==> src/rtl/add_sub_pipe.sv <==
// Pipelined add/subtract unit: the carry chain is cut into SEG_W-bit segments, one per stage,
// joined by an elastic valid/ready pipeline. Produces result plus carry/overflow/zero/negative flags.
module add_sub_pipe #(
  parameter int unsigned WIDTH = 32,
  parameter int unsigned SEG_W = 8
) (
  input  logic             clk_i,
  input  logic             rst_ni,
  input  logic             valid_i,
  output logic             ready_o,
  input  logic [WIDTH-1:0] a_i,
  input  logic [WIDTH-1:0] b_i,
  input  logic [1:0]       op_i,
  input  logic             cin_i,
  output logic             valid_o,
  input  logic             ready_i,
  output logic [WIDTH-1:0] result_o,
  output logic             cout_o,
  output logic             ovf_o,
  output logic             zero_o,
  output logic             neg_o
);

  localparam int unsigned NSEG = WIDTH / SEG_W;

  logic [WIDTH-1:0] bx_in;
  logic             c0_in;
  logic [NSEG-1:0]  stage_v;
  logic [NSEG-1:0]  load_en;
  logic             cmsb_q;
  logic             zero_q;

  always_comb begin
    bx_in = op_i[0] ? ~b_i : b_i;
    c0_in = cin_i;
    if (op_i == 2'b00) begin
      c0_in = 1'b0;
    end else if (op_i == 2'b01) begin
      c0_in = 1'b1;
    end
  end

  for (genvar k = 0; k < NSEG; k++) begin : g_stage
    // IW: operand bits still unresolved on entry; RW: result bits known after this stage.
    localparam int unsigned IW = WIDTH - k * SEG_W;
    localparam int unsigned RW = (k + 1) * SEG_W;

    logic [IW-1:0]  src_a;
    logic [IW-1:0]  src_bx;
    logic           src_c;
    logic           src_v;
    logic [SEG_W:0] seg_sum;
    logic [RW-1:0]  nxt_res;
    logic [RW-1:0]  res_q;
    logic           c_q;
    logic           v_q;

    // Closed form of "empty, or the stage after us moves": avoids a combinational chain.
    assign load_en[k] = ready_i | ~(&stage_v[NSEG-1:k]);
    assign stage_v[k] = v_q;
    assign seg_sum    = {1'b0, src_a[SEG_W-1:0]} + {1'b0, src_bx[SEG_W-1:0]}
                      + {{SEG_W{1'b0}}, src_c};

    if (k == 0) begin : g_head
      assign src_a   = a_i;
      assign src_bx  = bx_in;
      assign src_c   = c0_in;
      assign src_v   = valid_i;
      assign nxt_res = seg_sum[SEG_W-1:0];
    end else begin : g_body
      assign src_a   = g_stage[k-1].g_fwd.a_q;
      assign src_bx  = g_stage[k-1].g_fwd.bx_q;
      assign src_c   = g_stage[k-1].c_q;
      assign src_v   = g_stage[k-1].v_q;
      assign nxt_res = {seg_sum[SEG_W-1:0], g_stage[k-1].res_q};
    end

    // Bubbles only clear the valid bit; data registers keep their old contents.
    always_ff @(posedge clk_i or negedge rst_ni) begin
      if (!rst_ni) begin
        v_q   <= 1'b0;
        c_q   <= 1'b0;
        res_q <= '0;
      end else if (load_en[k]) begin
        v_q <= src_v;
        if (src_v) begin
          c_q   <= seg_sum[SEG_W];
          res_q <= nxt_res;
        end
      end
    end

    if (k < NSEG - 1) begin : g_fwd
      logic [IW-SEG_W-1:0] a_q;
      logic [IW-SEG_W-1:0] bx_q;

      always_ff @(posedge clk_i or negedge rst_ni) begin
        if (!rst_ni) begin
          a_q  <= '0;
          bx_q <= '0;
        end else if (load_en[k] && src_v) begin
          a_q  <= src_a[IW-1:SEG_W];
          bx_q <= src_bx[IW-1:SEG_W];
        end
      end
    end else begin : g_tail
      // Carry into the MSB is recovered from the MSB sum bit and its two addend bits.
      always_ff @(posedge clk_i or negedge rst_ni) begin
        if (!rst_ni) begin
          cmsb_q <= 1'b0;
          zero_q <= 1'b0;
        end else if (load_en[k] && src_v) begin
          cmsb_q <= src_a[SEG_W-1] ^ src_bx[SEG_W-1] ^ seg_sum[SEG_W-1];
          zero_q <= (nxt_res == '0);
        end
      end
    end
  end

  assign ready_o  = load_en[0];
  assign valid_o  = stage_v[NSEG-1];
  assign result_o = g_stage[NSEG-1].res_q;
  assign cout_o   = g_stage[NSEG-1].c_q;
  assign ovf_o    = cmsb_q ^ g_stage[NSEG-1].c_q;
  assign zero_o   = zero_q;
  assign neg_o    = g_stage[NSEG-1].res_q[WIDTH-1];

endmodule

==> config.mk <==
export PLATFORM = sky130hd
export DESIGN_NAME = add_sub_pipe
export DESIGN_NICKNAME = d
export VERILOG_FILES = /design/src/rtl/add_sub_pipe.sv
export SDC_FILE = /design/constraint.sdc
export NUM_CORES = 1
export LEC_CHECK = 0
export CAP_MARGIN = 20
export CORE_ASPECT_RATIO = 1.5
export CORE_MARGIN = 2
export CORE_UTILIZATION = 45
export CTS_BUF_LIST = sky130_fd_sc_hd__clkbuf_2
export CTS_CLUSTER_SIZE = 20
export DETAILED_ROUTE_END_ITERATION = 10
export PLACE_DENSITY = 0.67
export SYNTH_ARGS = -nofsm -noshare
export SYNTH_HDL_FRONTEND = slang
export SYNTH_SLANG_ARGS = --single-unit
export TNS_END_PERCENT = 100
==> constraint.sdc <==
create_clock -name clk_i -period 3.8 [get_ports clk_i]
set_clock_uncertainty 0.2 [all_clocks]
set_input_delay 0.38 -clock clk_i [delete_from_list [all_inputs] [get_ports clk_i]]
set_output_delay 0.38 -clock clk_i [all_outputs]
set_load 0.02 [all_outputs]
; After elaboration in Yosys (flattened, before gate mapping)
; Cells that the tools add are included.
[classes]
n_eq_ne = 1
n_reduce_logical = 13
mux = 3
bitwise = 12
add_sub_neg = 8
[op_table]
columns = op, count
row1 = $add 8x8->9, 4
row2 = $add 9x1->9, 4
row3 = $logic_not 32->1, 1
row4 = $mux 32, 1
row5 = $not 32->32, 1
row6 = $reduce_and 2->1, 5
row7 = $logic_and 1x1->1, 4
row8 = $not 1->1, 4
row9 = $or 1x1->1, 4
row10 = $reduce_and 4->1, 1
row11 = $reduce_and 3->1, 1
row12 = $xor 1x1->1, 3
row13 = $eq 2x1->1 const B, 1
row14 = $logic_not 2->1, 1
row15 = $mux 1, 2
[word_totals]
wordCells = 57
register_bits = 186
out_inout_bits = 38
inputBits = 71

; Depth between registers and ports, before layout
; Gate-level depths: netlist of the first run.
[depth]
word_depth = 4
ltp_mapped = 11
ltp_nobuf = 10

; Worst setup path after synthesis of the first run
; No wires, ideal clock.
[synth_path]
path_type = input to register
start = input port op_i[0]
end = register g_stage[0].c_q
t_required_ns = 3.473
setup_ns = 0.127
arrival_ns = 2.786
path_stages = 11
path_buffers = 2
path_slack_ns = 0.687
cell_sequence = clkbuf_1 > buf_2 > mux2_2 > fa_1 > fa_1 > a21o_1 > a21oi_1 > o21ai_0 > a21o_1 > a211oi_1 > a21oi_1
[synth_via]
elab_chain_len = 4
elab_cells_between_ends = 7
cone_classes = add/sub: 2 / eq/ne: 1 / mux: 3 / reduce/logical: 1
[synth_rtl]
columns = item, line
row1 = "start, declared", 13  ; input logic [1:0] op_i,
row2 = branches (longest 3 deep; another with $add 8x8->9), --
row3 = $add 9x1->9 *, 62  ; + {{SEG_W{1'b0}}, src_c};
row4 = "end signal, assigned", 87  ; c_q <= seg_sum[SEG_W];
row5 = "end, declared", 55  ; logic c_q;
; Mark *: on every way between the ends.
; A chain may end at the register's enable or synchronous reset.

; Worst setup path in the final report of the first run
[layout_path]
start = register g_stage[3].v_q, in the netlist valid_o
end = output port ready_o
[layout_via]
elab_chain_len = 3
[layout_rtl]
columns = item, line
row1 = "start, declared", 56  ; logic v_q;
row2 = "start signal, assigned", 85  ; v_q <= src_v;
row3 = $reduce_and 4->1, 59  ; assign load_en[k] = ready_i | ~(&stage_v[NSEG-1:k]);
row4 = $not 1->1, 59
row5 = $or 1x1->1, 59
row6 = "end, declared", 10  ; output logic ready_o,
; No other way between the ends.

==> metrics.txt, run 1 <==
Critical Path Sink Type output pin; cell count after synthesis 660; Worst EP arrival 2.38 ns; clock tree buffer depth 2; register area 0.00465 mm^2; status completed; worst setup path end ready_o; vias per inst 5.02; Max Freq 338 MHz; Worst VDD drop 0.190 mV; Placed Cells 1002; Starting Density 45.6%; Period minus WS final 2.96 ns; critical path data required time 3.22 ns; mapped cell area 0.00839 mm^2; number of enable flip-flop cells after synthesis 0; Syn Area/Cell 12.7 um^2; max cap viols 0; count of final setup violators 0; GRT overflow 0; Placer Congestion 0.810; htree depth 4; Clk pin slew, worst setup/hold paths 0.26 ns; R2R cell count 9; Top FF cell, synth dfrtp_1; Fin. Hold Viols 0; drt total wl 16.7 mm; Via Count 5473; FILL cells 1546; total track usage 18.0%; clk root buf clkbuf_2; R2R Path Start g_stage[2].c_q; Final ANT Viol Nets 0; postcts setup bufs 0; 1st-iter DRT viols 238; area delta synth->final 26.0%; FFs w/ async S/R, synth 100%; Synth warnings 0; Multi-input gate area 0.00353 mm^2; setup TNS 0 ns; Final Max Slew Viols 0; first-pass GRT wire length 28.0 mm; FF-to-FF End zero_o; number of buffers created by CTS 17; worst setup path category reg -> out; DRC viols 0; Ports 109; std cell rows 61; R2R Setup Slk 1.09 ns; non-filler instance count after layout 1091; register area share after synthesis 55.5%; P per Cell Area 637 mW/mm^2; Syn Nets 767; vias in the first global route 5801; Nets 932; Worst-Skew Late Latency 0.78 ns; crit path launch valid_o; Synth cell types 41; unrepaired setup endpoints after global routing no; PortBufs 108; crit-path cells nand4b_1, inv_1, nand2_1, clkdlybuf4s50_1; initial antenna violation count 1; relative slew slack 30.4%; CTS tree built; Hold Buf Count CTS 56; Synth top area share 55.5%; Critical Path Max Stage Delay 0.63 ns; top cells by area, synth dfrtp_1 (55%), mux2_2 (17%), ha_1 (4.2%); die area 0.0198 mm^2; Die Ht 171 um; area leader, netlist dfrtp_1; Resize count post-CTS 0; top-count cell post-synth dfrtp_1; Hold Crit Class in -> reg; pin count of the biggest net entering global routing 77; Slew @ Worst Pin 1.04 ns; critical path fanouts, max 5; Synth top cells by count dfrtp_1 (186), mux2_2 (129), nand2_1 (57), o21ai_0 (52), xnor2_1 (37); share of layout cells above drive strength 1 21.1%; core area 0.0184 mm^2; Final period util 77.9%; drt first pass iters 4; width of the die 115 um; Routed wire per std cell 15.3 um; #FFs+latches synth 186; Num Clock Sinks 186; Crit-path slowest cell clkdlybuf4s50_1; post-DP HPWL 12.3 mm; leak pwr 4.60 nW; startpoint types flip-flop
[placed cells by master, fill, tap and decap left out, types with 3 or more instances in the layout]
| master | count |
|---|---|
| o31ai_1 | 4 |
| dfrtp_1 | 186 |
| nor3_1 | 8 |
| clkinv_4 | 5 |
| nand2_2 | 3 |
| nand2b_1 | 7 |
| or3_1 | 3 |
| o21a_1 | 5 |
| dlygate4sd3_1 | 55 |
| fa_1 | 8 |
| inv_8 | 4 |
| clkdlybuf4s50_1 | 106 |
| o21bai_1 | 4 |
| nor4_1 | 4 |
| nand2_1 | 54 |
| buf_4 | 7 |
| clkbuf_2 | 17 |
| inv_1 | 20 |
| a21oi_1 | 15 |
| nand3_1 | 4 |
| xnor2_1 | 37 |
| xor2_1 | 15 |
| inv_6 | 4 |
| mux2_2 | 129 |
| a211oi_1 | 3 |
| buf_12 | 3 |
| nor2_1 | 13 |
| a21o_1 | 9 |
| o21ai_0 | 52 |
| ha_1 | 28 |
[routing by layer]
| metal | vias up | wire length (um) | global-route usage [%] |
|---|---|---|---|
| li1 | 2626 | - | - |
| met2 | 126 | 8180 | 29.9 |
| met3 | 28 | 717 | 3.52 |
| met5 | - | 0 | 0 |
| met1 | 2693 | 7340 | 22.8 |
| met4 | 0 | 444 | 7.81 |
[flip-flops by register name, indices dropped and copies added (netlist names)]
name	flops
cmsb_q	1
g_stage.c_q	3
zero_o	1
g_stage.res_q	48
g_stage.g_fwd.bx_q	48
valid_o	1
g_stage.g_fwd.a_q	48
result_o	32
cout_o	1
g_stage.v_q	3
[critical path, delay by kind of cell (launching register included)]
kind | cells | cell delay (ns)
flip-flops | 1 | 0.50
buffers and inverters | 2 | 0.71
AND/OR/NAND/NOR | 2 | 0.42
[per-stage QoR]
step                      power [mW]  util, %  hold WS (ns)  cell area (um^2)  setup WS [ns]
after floorplan                 4.80        -        -0.116              8390          0.687
after global placement          5.69     53.1         0.228              9770          0.432
after detailed placement        5.82     53.1         0.240              9770          0.363
after CTS                       6.80     57.4      0.000203             10600          0.773
after global routing            7.20     57.4        0.0113             10600          0.682
final                           6.73     57.4        0.0545             10600          0.840
[logic make-up (layout without fill, tap and decap cells)]
logic type | Yosys count | after routing | synth area share [%]
other cells | 0 | 1 | 0
buf+inv | 48 | 226 | 2.48
fa+ha+maj | 36 | 36 | 6.09
flops | 186 | 186 | 55.5
mux | 130 | 130 | 17.4
compound gates | 100 | 100 | 7.05
xor+xnor | 52 | 52 | 5.43
simple gates | 108 | 108 | 6.04
[how the worst min path moves through the flow]
stage                        from                         to  slack (ns)  cells after the start
after global placement     rst_ni    g_stage[0].g_fwd.a_q[4]        0.23                      1
after global routing       b_i[9]   g_stage[0].g_fwd.bx_q[1]        0.01                      3
final                      b_i[9]   g_stage[0].g_fwd.bx_q[1]        0.05                      3
after floorplan            rst_ni                     cmsb_q       -0.12                      0
after CTS                 op_i[0]  g_stage[0].g_fwd.bx_q[14]      0.0002                      4
after detailed placement   rst_ni    g_stage[0].g_fwd.a_q[0]        0.24                      1
[power breakdown]
group	switching (mW)	internal, mW
logic	1.26	1.44
clock network	0.728	0.202
registers	0.452	2.65
total	2.44	4.29
[cell type report]
class / instances / share of cell area (%)
diodes: 1 / 0.0237
clock buffers: 17 / 0.805
clock inverters: 15 / 1.24
inverters: 20 / 0.710
multi-input cells: 426 / 33.5
flip-flops and latches: 186 / 44.0
well taps: 252 / 2.98
repair buffers: 174 / 16.7
Power figures use the tool's default switching activity.
==> run 2, diff against run 1 <==
- clock period: 3.8 -> 2.9 ns (I/O delays scaled with it)
==> metrics.txt, run 2 (same netlist as run 1, synthesis figures left out) <==
status completed (unchanged); Clk pin slew, worst setup/hold paths 0.30 ns (was 0.26 ns); clock tree buffer depth 2 (unchanged); Die Ht 171 um (unchanged); Worst EP arrival 3.21 ns (was 2.38 ns); Critical Path Sink Type flip-flop (was output pin); count of final setup violators 0 (unchanged); initial antenna violation count 1 (unchanged); P per Cell Area 847 mW/mm^2 (was 637 mW/mm^2); Worst-Skew Late Latency 0.74 ns (was 0.78 ns); area delta synth->final 26.7% (was 26.0%); post-DP HPWL 12.6 mm (was 12.3 mm); P_sw 3.19 mW (was 2.44 mW); GRT overflow 0 (unchanged); Slew @ Worst Pin 0.613 ns (was 1.04 ns); R2R cell count 9 (unchanged); Hold Crit Class in -> reg (unchanged); cell area after layout 0.0106 mm^2 (about the same); Comb pwr share 39.5% (was 40.0%); Via Count 5377 (was 5473); CTS tree built (unchanged); crit path launch g_stage[2].g_fwd.a_q[0] (was valid_o); drt total wl 16.7 mm (about the same); critical path data required time 3.39 ns (was 3.22 ns); startpoint types flip-flop (unchanged); vias in the first global route 5786 (was 5801); drt first pass iters 4 (unchanged); std cell rows 61 (unchanged); worst setup path category reg -> reg (was reg -> out); share of layout cells above drive strength 1 22.6% (was 21.1%); FILL cells 1557 (was 1546); commonest non-fill, non-tap cells in the layout dfrtp_1 (186), mux2_2 (129), clkdlybuf4s50_1 (106) (unchanged); 1st-iter DRT viols 160 (was 238); Worst VDD drop 0.301 mV (was 0.190 mV); number of buffers created by CTS 17 (unchanged); hold depth 2 (was 3); Top Registers g_stage.g_fwd.a_q: 48 flops, g_stage.g_fwd.bx_q: 48 flops, g_stage.res_q: 48 flops (unchanged); R2R Setup Slk 0.18 ns (was 1.09 ns); Starting Density 45.6% (unchanged); DRC viols 0 (unchanged); Routed wire per std cell 15.3 um (about the same); core area 0.0184 mm^2 (unchanged); leak pwr 4.64 nW (was 4.60 nW); Num Clock Sinks 186 (unchanged); Period minus WS final 2.72 ns; vias per inst 4.93 (was 5.02); switching share of power 35.4% (was 36.2%); FF-to-FF End zero_o (unchanged); DP Area 0.00986 mm^2 (was 0.00977 mm^2); Final period util 93.9%; first-pass GRT wire length 28.2 mm (was 28.0 mm); relative slew slack 58.1% (was 30.4%); Resize count post-CTS 0 (unchanged); Ports 109 (unchanged); clk root buf clkbuf_2 (unchanged); R2R Path Start g_stage[2].g_fwd.a_q[0] (was g_stage[2].c_q); Placer Congestion 0.852 (was 0.810); pin count of the biggest net entering global routing 60 (was 77); unrepaired setup endpoints after global routing no (unchanged); width of the die 115 um (unchanged); die area 0.0198 mm^2 (unchanged); cell-internal power 5.81 mW (was 4.29 mW); Worst Hold Path EP g_stage[0].g_fwd.a_q[23] (was g_stage[0].g_fwd.bx_q[1]); max cap viols 0 (unchanged); total power 9.00 mW (was 6.73 mW); Max Freq 367 MHz; PortBufs 108 (unchanged); Nets 932 (unchanged); critical path fanouts, max 2 (was 5); commonest non-fill, non-tap cell in the layout dfrtp_1 (unchanged); Fin. Hold Viols 0 (unchanged); hold_sp a_i[31] (was b_i[9]); Final ANT Viol Nets 0 (unchanged); Final Max Slew Viols 0 (unchanged); total track usage 18.1% (was 18.0%); Seq pwr share 45.1% (was 46.1%); clock share of power 15.4% (was 13.8%); htree depth 4 (unchanged)
==> run 2: critical path, cell delays in order (launching register included) <==
cell	delay, ns
dfrtp_1	0.44
fa_1	0.21
inv_1	0.06
fa_1	0.53
nor4b_1	0.24
nand4_1	0.14
nor4_2	0.34
and4b_1	0.27
nand4_1	0.10
o31ai_1	0.19
==> run 2: power groups by stage <==
stage	Clock, mW	Sequential (mW)	Combinational [mW]
after floorplan	0	4.20	2.09
final	1.39	4.06	3.56
after CTS	1.43	4.07	3.59
after global routing	1.53	4.19	3.92
after global placement	0	4.09	3.41
after detailed placement	0	4.14	3.53
==> run 2: through the flow <==
stage | instances | setup TNS (ns) | hold slack, ns | util, % | worst slack [ns]
2_1_floorplan | 660 | 0 | -0.206 | - | 0.00154
4_1_cts | 1089 | 0 | 0.00244 | 57.7 | 0.0421
3_3_place_gp | 1010 | -0.605 | 0.0933 | 53.6 | -0.286
3_5_place_dp | 1010 | -0.828 | 0.106 | 53.6 | -0.340
6_report | 1091 | 0 | 0.0334 | 57.8 | 0.177
5_1_grt | 1091 | 0 | 0.0122 | 57.8 | 0.0106
==> run 2: cell type report <==
cell class | count | area (um^2) | area share (%)
Sequential cell | 186 | 4650 | 43.8
Antenna cell | 1 | 2.50 | 0.0235
Multi-Input combinational cell | 426 | 3540 | 33.3
Tap cell | 252 | 315 | 2.97
Inverter | 20 | 75.1 | 0.706
Clock buffer | 18 | 90.1 | 0.848
Timing Repair Buffer | 174 | 1770 | 16.7
Clock inverter | 14 | 180 | 1.70
==> run 2: repair_timing <==
| item | in CTS | in global routing |
|---|---|---|
| setup endpoints to repair | 0 | 1 |
| hold buffers | 47 | 0 |
| endpoints found under the hold margin | 230 | 0 |
| setup buffers | 0 | 1 |
==> run 2: how the worst max path moves through the flow <==
stage / endpoint / slack, ns
final: zero_o / 0.18
after global routing: zero_o / 0.01
after CTS: ready_o / 0.04
after detailed placement: g_stage[0].c_q / -0.34
after global placement: g_stage[0].c_q / -0.29
after floorplan: g_stage[0].c_q / 0.002
==> run 2: per-layer routing <==
layer / GRT usage [%] / vias up / routed length, um
met1: 23.3 / 2626 / 7390
met4: 5.61 / 0 / 274
li1: - / 2628 / -
met5: 0 / - / 0
met3: 2.96 / 21 / 564
met2: 31.1 / 102 / 8440
